==> src/rtl/npg_pkg.sv <==
`default_nettype none
// +--------------------------------------------------------------------+
// | npg_pkg : shared constants, FSM states and pattern-bound helpers    |
// | Revision: 1.0                                                       |
// +--------------------------------------------------------------------+
package npg_pkg;

    localparam int N  = 8;
    localparam int CW = $clog2(N + 1);

    typedef enum logic [1:0] {
        S_IDLE = 2'd0,
        S_EMIT = 2'd1,
        S_DONE = 2'd2
    } state_t;

    // Lowest value with cnt bits set; cnt must not exceed N.
    function automatic logic [N-1:0] first_pattern(input logic [CW-1:0] cnt);
        logic [N:0] ones;
        ones = ((N+1)'(1) << cnt) - (N+1)'(1);
        return ones[N-1:0];
    endfunction

    // Highest value with cnt bits set (top cnt bits); cnt must not exceed N.
    function automatic logic [N-1:0] last_pattern(input logic [CW-1:0] cnt);
        logic [N:0] ones;
        logic [N:0] shifted;
        ones    = ((N+1)'(1) << cnt) - (N+1)'(1);
        shifted = ones << (CW'(N) - cnt);
        return shifted[N-1:0];
    endfunction

endpackage : npg_pkg
`default_nettype wire

==> src/rtl/same_popcount_next.sv <==
`default_nettype none
// +--------------------------------------------------------------------+
// | same_popcount_next : smallest value above v_i with equal popcount   |
// | Revision: 1.0                                                       |
// +--------------------------------------------------------------------+
module same_popcount_next
    import npg_pkg::*;
(
    input  logic [N-1:0] v_i,
    output logic [N-1:0] succ_o
);

    localparam logic [N:0] ONE = (N+1)'(1);

    logic [CW-1:0] ctz;
    logic [N:0]    v_ext;
    logic [N:0]    t;
    logic [N:0]    t_inc;
    logic [N:0]    low_fill;
    logic [N:0]    succ_ext;

    // Descending scan so the lowest set bit is the last one written.
    always_comb begin
        ctz = CW'(N);
        for (int i = N - 1; i >= 0; i--) begin
            if (v_i[i]) begin
                ctz = CW'(i);
            end
        end
    end

    assign v_ext    = {1'b0, v_i};
    assign t        = v_ext | (v_ext - ONE);
    assign t_inc    = t + ONE;
    assign low_fill = ((~t & t_inc) - ONE) >> (ctz + CW'(1));
    assign succ_ext = t_inc | low_fill;
    assign succ_o   = succ_ext[N-1:0];

endmodule : same_popcount_next
`default_nettype wire

==> src/rtl/neighbor_pattern_gen.sv <==
`default_nettype none
// +--------------------------------------------------------------------+
// | neighbor_pattern_gen : enumerates all N-bit patterns of a given     |
// | popcount in ascending order over a valid/ready stream               |
// | Revision: 1.0                                                       |
// +--------------------------------------------------------------------+
module neighbor_pattern_gen
    import npg_pkg::*;
(
    input  logic          clk,
    input  logic          rst,
    input  logic          start,
    input  logic [CW-1:0] count,
    output logic [N-1:0]  pattern,
    output logic          valid,
    input  logic          ready,
    output logic          busy,
    output logic          done,
    output logic          err
);

    state_t        state_q;
    logic [N-1:0]  pattern_q;
    logic [N-1:0]  last_q;
    logic          valid_q;
    logic          busy_q;
    logic          done_q;
    logic          err_q;
    logic [N-1:0]  pattern_d;

    same_popcount_next u_next (
        .v_i    (pattern_q),
        .succ_o (pattern_d)
    );

    // The final pattern is captured at start so later count changes cannot
    // disturb an enumeration in progress.
    always_ff @(posedge clk) begin
        if (rst) begin
            state_q   <= S_IDLE;
            pattern_q <= '0;
            last_q    <= '0;
            valid_q   <= 1'b0;
            busy_q    <= 1'b0;
            done_q    <= 1'b0;
            err_q     <= 1'b0;
        end else begin
            done_q <= 1'b0;
            err_q  <= 1'b0;
            case (state_q)
                S_IDLE: begin
                    if (start) begin
                        if (count <= CW'(N)) begin
                            pattern_q <= first_pattern(count);
                            last_q    <= last_pattern(count);
                            valid_q   <= 1'b1;
                            busy_q    <= 1'b1;
                            state_q   <= S_EMIT;
                        end else begin
                            done_q <= 1'b1;
                            err_q  <= 1'b1;
                        end
                    end
                end
                S_EMIT: begin
                    if (ready) begin
                        if (pattern_q == last_q) begin
                            valid_q <= 1'b0;
                            busy_q  <= 1'b0;
                            done_q  <= 1'b1;
                            state_q <= S_DONE;
                        end else begin
                            pattern_q <= pattern_d;
                        end
                    end
                end
                S_DONE: begin
                    state_q <= S_IDLE;
                end
                default: begin
                    state_q <= S_IDLE;
                end
            endcase
        end
    end

    assign pattern = pattern_q;
    assign valid   = valid_q;
    assign busy    = busy_q;
    assign done    = done_q;
    assign err     = err_q;

endmodule : neighbor_pattern_gen
`default_nettype wire

==> config.mk <==
export PLATFORM = sky130hd
export DESIGN_NAME = neighbor_pattern_gen
export DESIGN_NICKNAME = d
export VERILOG_FILES = /design/src/rtl/npg_pkg.sv /design/src/rtl/same_popcount_next.sv /design/src/rtl/neighbor_pattern_gen.sv
export SDC_FILE = /design/constraint.sdc
export NUM_CORES = 1
export LEC_CHECK = 0
export ABC_AREA = 1
export BUFFER_PORTS_ARGS = -buffer_cell sky130_fd_sc_hd__buf_2
export CORE_UTILIZATION = 45
export CTS_BUF_LIST = sky130_fd_sc_hd__clkbuf_16
export DETAILED_ROUTE_END_ITERATION = 8
export PLACE_DENSITY = 0.67
export SLEW_MARGIN = 20
export SYNTH_ARGS = -nofsm -noshare
export SYNTH_HDL_FRONTEND = slang
export SYNTH_SLANG_ARGS = --single-unit
==> constraint.sdc <==
create_clock -name clk -period 2.3 [get_ports clk]
set_input_delay 0.23 -clock clk [delete_from_list [all_inputs] [get_ports clk]]
set_output_delay 0.23 -clock clk [all_outputs]
set_load 0.05 [all_outputs]
==> impl_metrics.json <==
{
  "synth_compound_area_share_pct": 15.4,
  "finalCriticalPeriod_ns": 2.29,
  "timing.hold.ws_ns": 0.255,
  "synthTopCellsByArea": "dfxtp_1 (19%), nand2_1 (16%), nand3_1 (11%)",
  "worstSetupStartpointType": "register",
  "syn_area_per_cell_sq_um": 6.15,
  "wl_mm": 6.34,
  "synthAdderAreaFrac_pct": 8.46,
  "ios": 20,
  "leakage_uw": 0.00135,
  "cp_max_fo": 6,
  "synth-simple-area-share_pct": 41.8,
  "rsz0062_at_grt": "true",
  "syn_area_sq_mm": 0.00222,
  "hpwlAfterDp_mm": 4.89,
  "seq_area_frac_synth_pct": 18.9,
  "crit_top_cell": "nand2_2",
  "synth.net_count": 384,
  "antenna_found_initial": 0,
  "vias": 2502,
  "ir_worst_vdd_v": 0.000289,
  "synth_cells": 361,
  "synthTopCellsByCount": "nand2_1 (96), nand3_1 (51), nor2_1 (30), inv_1 (26), a21oi_1 (22)",
  "cts_buffer_depth": 2,
  "port_buffers": 19,
  "synth_top_family_by_area": "simple AND/OR/NAND/NOR gates",
  "grt-ovfl-total": 0,
  "grt_pass1_vias": 2160,
  "cpPeakStageDelay_ns": 0.38,
  "worstMarginPinSlew_ns": 0.447,
  "numCtsBuffers": 3,
  "drive_gt1_share_pct": 31.8,
  "postSynth.asyncResetShare_pct": 0,
  "status": "finished clean",
  "final-max-slew-violation-count": 0,
  "dieHeight_um": 72.2,
  "synth_ff_type": "dfxtp_1",
  "synth_edf_count": 0,
  "setup_viol": 0,
  "cts_sinks": 21,
  "dr.pass1.iters": 6,
  "seq_area_sq_um": 437,
  "dp_cells": 464,
  "synth_xor_area_share_pct": 7.05,
  "die-area_sq_mm": 0.00522,
  "critPathKind": "reg2reg",
  "wl_per_cell_um": 13.5,
  "cts_root_buffer": "clkbuf_16",
  "hold_viol_final": 0,
  "grt_pass1_wl_mm": 9.93,
  "fin_worst_skew_ns": 0.00451,
  "synth-seq-cells": 21,
  "avgViaCountPerCell": 5.32,
  "fin_cells": 470,
  "synth.most_common_cell": "nand2_1",
  "clk_latency_ns": 0.26,
  "post-route-period-util_pct": 99.8,
  "core-area_sq_mm": 0.00472,
  "multiInputGateArea_sq_mm": 0.00177,
  "synth.distinct_cells": 36,
  "cts.clk_slew.worst_paths_ns": 0.06,
  "die_w_um": 72.2,
  "yosysWarnings": 0,
  "setup_slack_ns": 0.00572,
  "antennaDiodeCount": 0,
  "yosysTopAreaCell": "dfxtp_1",
  "start_util_pct": 47.0,
  "n_fill_cell": 452,
  "timing.fmax_mhz": 436,
  "syn_to_final_growth_pct": 26.7,
  "end_kind": "register",
  "nets": 427,
  "grt_start_max_net_pins": 16,
  "path_cells": "nor2_4 > nand2_2 > nand2_2 > inv_2 > ha_2 > or2_4 > nor3_4 > nand3_1 > nand2_2 > nand2_2 > nand3_2 > nand2_1 > nand2_1 > nand3_1 > o21ai_1 > a21oi_2",
  "final_antenna_net_count": 0,
  "htreeDepth": 1,
  "powerDensity_mw_per_mm2": 864,
  "hold_class": "in2reg",
  "dp_slack_ns": -0.00548,
  "ctsHoldBuffers": 0,
  "required_ns": 2.44,
  "muxShareOfSynthArea_pct": 0,
  "slowest_stage": "dfxtp_4",
  "fp-row-count": 25,
  "gp_congestion": 0.906,
  "grt.total_usage_pct": 24.0,
  "slew_headroom_pct": 70.0,
  "cts_tree": "done",
  "drc": 0,
  "crit_arrival_ns": 2.43,
  "cap_violations": 0,
  "synth_top_area_share_pct": 18.9,
  "drtIter0Drc": 196
}
metal layers:
| metal | routed length, um | GRT usage [%] | vias to the layer above |
|---|---|---|---|
| met4 | 27 | 2.61 | 0 |
| met2 | 2970 | 40.4 | 102 |
| met1 | 2890 | 34.2 | 1119 |
| li1 | - | - | 1274 |
| met3 | 456 | 2.50 | 7 |
| met5 | 0 | 0 | - |
area by class of cell:
cell class	instances	area share [%]
Multi-Input combinational cell	294	63.0
Timing Repair Buffer	45	10.3
Sequential cell	21	15.5
Inverter	39	5.30
Clock inverter	1	0.178
Tap cell	67	2.98
Clock buffer	3	2.67
state kept, by name, summed over array words and instances (netlist names):
signal	cells
pattern	8
done	1
err	1
last_q	8
state_q	2
busy	1
stage by stage:
stage               setup TNS (ns)  util [%]  area (sq um)  power [uW]
CTS                              0      56.2          2650        2220
global route                -0.683      59.5          2810        2600
floorplan                        0         -          2250        1480
detailed placement        -0.00548      54.3          2570        1840
finish                           0      59.5          2810        2430
global placement                 0      54.3          2570        1830
cell usage in the layout, fill, tap and decap left out, drive strengths merged:
cell type  Yosys  routed
xor2          14      14
or2            7       7
nand3         54      54
nand4          5       5
a21oi         29      29
a31oi          1       1
dfxtp         21      21
o211ai         2       2
inv           38      38
ha            15      15
and2           1       1
o21ai         25      25
xnor2          3       3
clkbuf         3       3
o221ai         1       1
nor3           5       5
nor2          34      34
buf            4      45
clkinv         1       2
nand2         98      98
cell families (layout without fill, tap and decap cells):
family / Yosys count / after routing
and+or+nand+nor: 204 / 204
AOI/OAI and AO/OA: 58 / 58
buffers and inverters: 46 / 88
DFF: 21 / 21
xor gates and xnor gates: 17 / 17
adders and majority gates: 15 / 15
critical path, delay by kind of cell, from the launching register on:
family	cells	cell delay [ns]
adders and majority gates	1	0.20
DFF	1	0.38
buffers and inverters	1	0.05
AOI/OAI and AO/OA	2	0.17
and+or+nand+nor	12	1.38
timing repair:
| item | CTS | global route |
|---|---|---|
| gates resized for setup | 3 | 37 |
| setup buffers | 0 | 2 |
| pin swaps | 3 | 20 |
| setup endpoints to repair | 3 | 8 |
where the power goes:
part / internal [uW] / switching (uW) / total, uW / leakage (uW)
sequential: 400 / 43.8 / 444 / 0.000175
combinational: 601 / 1010 / 1610 / 0.00114
clock: 234 / 139 / 373 / 0.0000409
total: 1240 / 1190 / 2430 / 0.00135
worst paths after layout:
kind,from,end,slack (ns),cells after the start
worst max-delay path,pattern[1]$_SDFFE_PP0P_,pattern[6]$_SDFFE_PP0P_,0.006,16
worst min-delay path,ready,state_q[1]$_SDFFE_PP0P_,0.25,3
worst min register to register,last_q[4]$_SDFFE_PP0P_,last_q[4]$_SDFFE_PP0P_,0.47,2
worst max register to register,pattern[1]$_SDFFE_PP0P_,pattern[6]$_SDFFE_PP0P_,0.006,16
(Power assumes the default switching activity.)
